$ cat src/rtl/riscv_pkg.sv
// Shared RISC-V definitions for the dual-issue queue: opcodes, queue entry type
// and instruction field/class helpers.
package riscv_pkg;

    localparam int IQ_XLEN = 32;

    localparam logic [6:0] OPC_LOAD   = 7'b0000011;
    localparam logic [6:0] OPC_STORE  = 7'b0100011;
    localparam logic [6:0] OPC_BRANCH = 7'b1100011;
    localparam logic [6:0] OPC_JAL    = 7'b1101111;
    localparam logic [6:0] OPC_JALR   = 7'b1100111;
    localparam logic [6:0] OPC_SYSTEM = 7'b1110011;

    typedef struct packed {
        logic [IQ_XLEN-1:0] inst;
        logic [IQ_XLEN-1:0] pc;
    } iq_entry_t;

    function automatic logic [6:0] opcode_of(input logic [31:0] inst);
        return inst[6:0];
    endfunction

    function automatic logic [4:0] rd_of(input logic [31:0] inst);
        return inst[11:7];
    endfunction

    function automatic logic [4:0] rs1_of(input logic [31:0] inst);
        return inst[19:15];
    endfunction

    function automatic logic [4:0] rs2_of(input logic [31:0] inst);
        return inst[24:20];
    endfunction

    // Instructions that only the universal pipe (slot B) can execute.
    function automatic logic is_b_only(input logic [31:0] inst);
        logic [6:0] opc;
        opc = opcode_of(inst);
        return (opc == OPC_LOAD) || (opc == OPC_STORE) || (opc == OPC_BRANCH) ||
               (opc == OPC_JAL)  || (opc == OPC_JALR)  || (opc == OPC_SYSTEM);
    endfunction

    function automatic logic is_control(input logic [31:0] inst);
        logic [6:0] opc;
        opc = opcode_of(inst);
        return (opc == OPC_BRANCH) || (opc == OPC_JAL) || (opc == OPC_JALR);
    endfunction

endpackage

$ cat src/rtl/dual_issue_queue_pair_check.sv
// Pairing rules for the two head entries: decides dual vs single issue and
// whether the younger instruction must take slot A (swap).
module pair_check
    import riscv_pkg::*;
(
    input  iq_entry_t h0,
    input  iq_entry_t h1,
    input  logic      h1_valid,
    output logic      dual,
    output logic      swap,
    output logic      raw_hazard
);

    logic h0_b_only;
    logic h1_b_only;
    logic unused_bits;

    // NOTE: every output of a combinational block is assigned on every path, so no latch is inferred.
    always_comb begin
        h0_b_only  = is_b_only(h0.inst);
        h1_b_only  = is_b_only(h1.inst);
        // Plain field compare on every opcode; a false hazard only costs a single-issue.
        raw_hazard = h1_valid && (rd_of(h0.inst) != 5'd0) &&
                     ((rd_of(h0.inst) == rs1_of(h1.inst)) || (rd_of(h0.inst) == rs2_of(h1.inst)));
        dual       = h1_valid && !is_control(h0.inst) && !raw_hazard && !(h0_b_only && h1_b_only);
        swap       = dual && h0_b_only && !h1_b_only;
    end

    assign unused_bits = ^{h0.pc, h1.pc, h0.inst[31:12], h1.inst[31:25], h1.inst[14:7]};

endmodule

$ cat src/rtl/dual_issue_queue.sv
// Fetch-to-decode instruction queue issuing up to two instructions per cycle.
// Define DUAL_ISSUE_PERF_EN to add saturating pair/single/empty/hazard counters.
module dual_issue_queue
    import riscv_pkg::*;
#(
    parameter int DEPTH = 8,
    parameter int XLEN  = IQ_XLEN
) (
    input  logic            clk,
    input  logic            reset,
    input  logic            fetch_valid,
    output logic            fetch_ready,
    input  logic [XLEN-1:0] fetch_inst0,
    input  logic [XLEN-1:0] fetch_inst1,
    input  logic [XLEN-1:0] fetch_pc,
    input  logic            flush,
    input  logic            stall_d,
    output logic            issueA_valid,
    output logic            issueB_valid,
    output logic [XLEN-1:0] issueA_inst,
    output logic [XLEN-1:0] issueB_inst,
    output logic [XLEN-1:0] issueA_pc,
    output logic [XLEN-1:0] issueB_pc,
    output logic            issue_order
`ifdef DUAL_ISSUE_PERF_EN
   ,output logic [31:0]     perf_pair_cnt,
    output logic [31:0]     perf_single_cnt,
    output logic [31:0]     perf_empty_cnt,
    output logic [31:0]     perf_hazard_cnt
`endif
);

    localparam int PW = $clog2(DEPTH);
    localparam int CW = PW + 1;

    logic [PW-1:0] wptr_q, wptr_d;
    logic [PW-1:0] rptr_q, rptr_d;
    logic [CW-1:0] count_q, count_d;
    iq_entry_t     mem_q [DEPTH];

    iq_entry_t h0, h1;
    logic      head_valid, h1_valid;
    logic      dual, swap, raw_hazard;
    logic      push;
    logic [1:0] pop_cnt;

    assign h0          = mem_q[rptr_q];
    assign h1          = mem_q[rptr_q + PW'(1)];
    assign head_valid  = (count_q != '0);
    assign h1_valid    = (count_q >= CW'(2));
    assign fetch_ready = (CW'(DEPTH) - count_q) >= CW'(2);
    assign push        = fetch_valid && fetch_ready && !flush;

    pair_check u_pair_check (
        .h0         (h0),
        .h1         (h1),
        .h1_valid   (h1_valid),
        .dual       (dual),
        .swap       (swap),
        .raw_hazard (raw_hazard)
    );

    always_comb begin
        issueA_valid = 1'b0;
        issueB_valid = 1'b0;
        issueA_inst  = '0;
        issueB_inst  = '0;
        issueA_pc    = '0;
        issueB_pc    = '0;
        issue_order  = 1'b0;
        pop_cnt      = 2'd0;
        if (head_valid) begin
            issueB_valid = 1'b1;
            if (dual) begin
                issueA_valid = 1'b1;
                issue_order  = swap;
                issueA_inst  = swap ? h1.inst : h0.inst;
                issueA_pc    = swap ? h1.pc   : h0.pc;
                issueB_inst  = swap ? h0.inst : h1.inst;
                issueB_pc    = swap ? h0.pc   : h1.pc;
            end else begin
                issueB_inst  = h0.inst;
                issueB_pc    = h0.pc;
            end
            if (!stall_d && !flush) begin
                pop_cnt = dual ? 2'd2 : 2'd1;
            end
        end
    end

    always_comb begin
        wptr_d  = wptr_q + (push ? PW'(2) : PW'(0));
        rptr_d  = rptr_q + PW'(pop_cnt);
        count_d = count_q + (push ? CW'(2) : CW'(0)) - CW'(pop_cnt);
        if (flush) begin
            wptr_d  = '0;
            rptr_d  = '0;
            count_d = '0;
        end
    end

    // NOTE: sequential state uses non-blocking assignments so every flop samples pre-edge values.
    always_ff @(posedge clk or posedge reset) begin
        if (reset) begin
            wptr_q  <= '0;
            rptr_q  <= '0;
            count_q <= '0;
        end else begin
            wptr_q  <= wptr_d;
            rptr_q  <= rptr_d;
            count_q <= count_d;
        end
    end

    // NOTE: entry storage has no reset; count_q alone qualifies which entries are meaningful.
    always_ff @(posedge clk) begin
        if (push) begin
            mem_q[wptr_q]          <= '{inst: fetch_inst0, pc: fetch_pc};
            mem_q[wptr_q + PW'(1)] <= '{inst: fetch_inst1, pc: fetch_pc + XLEN'(4)};
        end
    end

`ifdef DUAL_ISSUE_PERF_EN
    logic [31:0] perf_pair_q, perf_pair_d;
    logic [31:0] perf_single_q, perf_single_d;
    logic [31:0] perf_empty_q, perf_empty_d;
    logic [31:0] perf_hazard_q, perf_hazard_d;
    logic        perf_active;

    function automatic logic [31:0] sat_inc(input logic [31:0] v);
        return (&v) ? v : v + 32'd1;
    endfunction

    assign perf_active = !stall_d && !flush;

    always_comb begin
        perf_pair_d   = perf_pair_q;
        perf_single_d = perf_single_q;
        perf_empty_d  = perf_empty_q;
        perf_hazard_d = perf_hazard_q;
        if (perf_active) begin
            if (pop_cnt == 2'd2) perf_pair_d   = sat_inc(perf_pair_q);
            if (pop_cnt == 2'd1) perf_single_d = sat_inc(perf_single_q);
            if (!head_valid)     perf_empty_d  = sat_inc(perf_empty_q);
            if (head_valid && !dual && raw_hazard) perf_hazard_d = sat_inc(perf_hazard_q);
        end
    end

    always_ff @(posedge clk or posedge reset) begin
        if (reset) begin
            perf_pair_q   <= '0;
            perf_single_q <= '0;
            perf_empty_q  <= '0;
            perf_hazard_q <= '0;
        end else begin
            perf_pair_q   <= perf_pair_d;
            perf_single_q <= perf_single_d;
            perf_empty_q  <= perf_empty_d;
            perf_hazard_q <= perf_hazard_d;
        end
    end

    assign perf_pair_cnt   = perf_pair_q;
    assign perf_single_cnt = perf_single_q;
    assign perf_empty_cnt  = perf_empty_q;
    assign perf_hazard_cnt = perf_hazard_q;
`else
    logic unused_raw;
    assign unused_raw = raw_hazard;
`endif

endmodule

$ cat config.mk
export PLATFORM = sky130hd
export DESIGN_NAME = dual_issue_queue
export DESIGN_NICKNAME = d
export VERILOG_FILES = /design/src/rtl/riscv_pkg.sv /design/src/rtl/dual_issue_queue_pair_check.sv /design/src/rtl/dual_issue_queue.sv
export SDC_FILE = /design/constraint.sdc
export NUM_CORES = 1
export LEC_CHECK = 0
export ABC_AREA = 1
export CAP_MARGIN = 20
export CORE_ASPECT_RATIO = 1.2
export CORE_MARGIN = 4
export CORE_UTILIZATION = 40
export CTS_CLUSTER_SIZE = 24
export DETAILED_ROUTE_END_ITERATION = 6
export SETUP_SLACK_MARGIN = 0.5
export SYNTH_ARGS = -nofsm -noshare
export SYNTH_HDL_FRONTEND = slang
export SYNTH_HIERARCHICAL = 1
export SYNTH_SLANG_ARGS = --single-unit
$ cat constraint.sdc
create_clock -name clk -period 4.6 [get_ports clk]
set_input_delay 0.92 -clock clk [delete_from_list [all_inputs] [get_ports clk]]
set_output_delay 0.92 -clock clk [all_outputs]
set_load 0.02 [all_outputs]
# Yosys cells after proc, flatten, opt, wreduce, memory -nomap -nowiden
# Memory sizes are Yosys's and may differ from the RTL's.
# Cells that the tools add are included.
[op_classes]
n_addsub = 8
order_cmp = 2
eq_ne = 14
n_mux = 27
n_reduce_logical = 32
[ops]
columns = ["operator", "n"]
rows = [
  ["32-bit 2-to-1 mux", 12],
  ["7-bit == test, second input constant", 8],
  ["32-bit by 3-bit adder with 32-bit output, second input constant", 1],
  ["7-bit by 2-bit == test with 1-bit output, second input constant", 2],
  ["7-bit by 6-bit == test with 1-bit output, second input constant", 2],
  ["1-bit logical OR", 13],
  ["1-bit logical AND", 11],
  ["5-bit == test", 2],
  ["2-bit 2-to-1 mux", 5],
  ["4-bit by 2-bit greater-or-equal comparator with 1-bit output, second input constant", 2],
  ["1-bit 2-to-1 mux", 7],
  ["3-bit by 1-bit adder with 3-bit output, second input constant", 2],
  ["3-bit by 2-bit adder with 3-bit output", 2],
  ["1-bit logical NOT", 6],
  ["3-bit 2-to-1 mux", 2],
  ["5-bit nonzero test", 1],
  ["4-bit by 2-bit adder with 4-bit output", 1],
  ["4-bit 2-to-1 mux", 1],
  ["4-bit nonzero test", 1],
  ["4-bit by 2-bit subtractor with 4-bit output", 1],
  ["4-bit subtractor, first input constant", 1],
]
[word_totals]
ff_bits = 10
ramBits = 512
in_bits = 101
output_inout_bits = 132
word_cells = 87
memories = 1
[memory_table]
columns = ["name", "words", "width", "rd", "rd_clocked_by_memory_dff", "write_ports", "line_no", "rtl"]
rows = [
  ["mem_q", 8, 64, 2, 0, 2, "dual_issue_queue.sv:39", "iq_entry_t mem_q [DEPTH];"],
]

# Depth between registers and ports, before layout
# An unclocked memory read counts as a cell.
[depth]
word_depth = 16
mapped_depth = 29
ltp_nobuf = 26

# Hierarchy
# The synthesis kept the hierarchy.
[modules_own_cells]
columns = ["mod", "n_inst", "cells_per_inst", "area_per_inst_um2", "seq_area_each_um2"]
rows = [
  ["dual_issue_queue", 1, 3813, 32453.6, 15600.0],
  ["pair_check", 1, 79, 332.8, 0.0],
]

# Worst setup path after synthesis
# No wires, ideal clock.
[synth_timing]
kind = "reg-to-output"
from = "reg rptr_q[1]"
to = "out issueB_inst[11]"
arrival_time_ns = 3.405
t_required_ns = 3.680
path_slack_ns = 0.275
path_stages_with_launch = 23
path_buffers = 4
path_cell_list = "dfrtp_1 -> ha_1 -> clkbuf_1 -> buf_2 -> o211ai_2 -> nand3_1 -> and2_1 -> inv_1 -> o21ai_0 -> inv_1 -> nand3_1 -> nor2_1 -> nor2_1 -> nand2_2 -> inv_1 -> inv_1 -> nor2_1 -> inv_1 -> nor2_1 -> buf_2 -> buf_2 -> nand3_1 -> nand2_1"
[synth_lines]
columns = ["element", "line_no", "rtl"]
rows = [
  ["start: declaration", "dual_issue_queue.sv:37", "logic [PW-1:0] rptr_q, rptr_d;"],
  ["start signal: assignment", "dual_issue_queue.sv:110", "rptr_q <= rptr_d;"],
  ["end: declaration", "dual_issue_queue.sv:21", "output logic [XLEN-1:0] issueB_inst,"],
]

==> qor.csv <==
stage;metric;value;unit
grt;antenna_found_initial;11;
sta;maxSlewViolCount;0;
route;drt_iter0_drc;3185;
logic_synthesis;synthCells;3792;
clock_network;clkSinkCount;521;
clock_network;cts_tree;yes;
route;wl_per_cell;23.1;µm
critical_path;r2r_cells;25;
logic_synthesis;yosysWarnings;6;
sta;slew_headroom;28.5;%
cells_and_area;final_layout_size_suffix_gt1_share;23.3;%
route;wl;119000;µm
critical_path;cpPeakStageDelay;0.50;ns
cells_and_area;fin_nets;4171;
sta;max_freq;198;MHz
clock_network;clk_pin_slew_worst_paths;0.06;ns
route;first_pass_iters;6;
cells_and_area;area_growth;26.8;%
clock_network;hold_buffers;0;
clock_network;cts_max_path_buffers;3;
die;core_area;79500;µm²
sta;worst_slack;-0.451;ns
critical_path;cp_common_cell;buf_6;
route;highest_layer;met5;
route;ant_nets;0;
clock_network;numCtsBuffers;57;
critical_path;critPathArrivalTime;4.13;ns
grt;overflow;0;
power;power.leakage;16.4;nW
sta;period_share;110;%
logic_synthesis;syn-num-nets;3906;
placed_design;post-place-ws;-0.247;ns
cells_and_area;fillers;7257;
sta;layout_min_cycle_time;5.05;ns
die;die_y;319;µm
grt;grt_pass1_vias;26994;
route;drc;0;
route;met3_length;10400;µm
die;die_width;267;µm
sta;hold_viol;0;
route;avgViaCountPerCell;5.72;
die;initial_core_util;40.5;%
grt;grt.total_usage;25.2;%
placed_design;hpwlAfterDp;70000;µm
route;via_count;29409;
power;ir_drop;0.573;mV
cells_and_area;final_util;51.3;%
die;num_rows;113;
flow_run;cap_violations;0;
power;power.density;664;nW/µm²
sta;finalSetupViolCount;129;
status;status;finished with violations;
critical_path;critPathLaunchType;register;
placed_design;place.gp.congestion;0.898;
critical_path;critPathSlowestCell;dfrtp_4;
status;violations;setup timing;
route;met1Wirelength;44100;µm
clock_network;cts-root-buf;clkbuf_16;
hold_path;hold_path.class;in -> async;
route;wl_met2;58700;µm
grt;grt_pass1_wl;165000;µm
critical_path;cp.required;3.68;ns
logic_synthesis;syn_area;32200;µm²
sta;rsz0062_at_grt;true;
critical_path;critPathKind;reg -> out;
die;num_io_pins;233;
grt;grt_max_degree;109;
placed_design;numPortBuffers;232;
clock_network;htree_levels;2;
critical_path;cp-end-kind;primary output;
die;fp.dieArea;85000;µm²
sta;skew;0.0130;ns
clock_network;clk_latency;0.62;ns
logic_synthesis;syn_avg_cell_area;8.48;µm²
critical_path;r2r_slack;0.41;ns
critical_path;cp_max_fo;7;
sta;worst_pin_slew;1.07;ns
[cells in the final DEF, fill, tap and decap left out, drive strengths merged]
cell	instances
o21ai	439
clkinvlp	5
bufinv	9
o21bai	1
o211ai	257
nand3	535
xnor2	9
inv	366
fa	3
and2	29
ha	10
clkinv	18
nand2	911
diode	3
xor2	8
dfrtp	9
buf	426
clkbuf	107
a21oi	257
nor3	3
nor2	77
nand4	1
edfxtp	512
clkdlybuf4s50	102
nand3b	7
[what timing repair did]
| item | CTS | global route |
|---|---|---|
| endpoints found under the setup margin | 132 | 132 |
| cloned | 5 | 32 |
| resized for setup | 263 | 759 |
| pin swaps | 5 | 101 |
| setup buffers | 8 | 62 |
[sequential cells by signal (all words and copies together), names as in the netlist]
| register | flops |
|---|---|
| wptr_q | 2 |
| rptr_q | 3 |
| count_q | 4 |
| mem_q | 512 |
[layout make-up]
class | count | area [µm²] | area share [%]
diodes | 3 | 7.51 | 0.0184
clock buffers | 72 | 1530 | 3.74
clock inverters | 31 | 389 | 0.954
inverters | 366 | 1430 | 3.51
multi-input cells | 2547 | 14200 | 34.9
flip-flops and latches | 521 | 15600 | 38.3
well taps | 1035 | 1290 | 3.17
repair buffers | 563 | 6270 | 15.4
repair inverters | 1 | 11.3 | 0.0276
[metrics by stage]
stage / std cells / TNS [ns] / area (µm²) / power [W] / hold WS, ns
4_1_cts: 5042 / -70.24 / 38200 / 0.0235 / 0.565
2_1_floorplan: 3792 / 0 / 32200 / 0.0131 / 0.569
6_report: 5139 / -47.43 / 40800 / 0.0271 / 0.569
3_5_place_dp: 4926 / -24.76 / 36000 / 0.0181 / 0.614
3_3_place_gp: 4926 / -24.80 / 36000 / 0.0180 / 0.605
5_1_grt: 5138 / -62.23 / 40800 / 0.0283 / 0.613
[report_power, final]
part / total, W / leakage [nW] / switching (W) / internal, W
combinational: 0.0165 / 10.7 / 0.00934 / 0.00715
sequential: 0.00578 / 4.76 / 0.000127 / 0.00565
clock: 0.00481 / 0.917 / 0.00198 / 0.00284
[per-layer routing]
layer,vias to the layer above,GRT usage [%]
li1,13592,-
met1,14076,30.5
met2,1430,44.6
met3,297,4.44
met4,14,9.63
met5,-,0
[worst paths after layout]
kind | startpoint | endpoint
max | rptr_q[1] | issueA_pc[2]
min | reset | count_q[1]
max reg2reg | rptr_q[0] | count_q[3]
min reg2reg | wptr_q[2] | wptr_q[2]
max in group asynchronous | reset | rptr_q[2]
min in group clk | wptr_q[2] | wptr_q[2]
[critical path, delay by kind of cell, from the launching register on]
family / cells / cell delay, ns
simple gates: 11 / 1.04
buf+inv: 10 / 1.32
compound gates: 3 / 0.34
fa+ha+maj: 1 / 0.32
flops: 1 / 0.50
(Power assumes the default switching activity.)
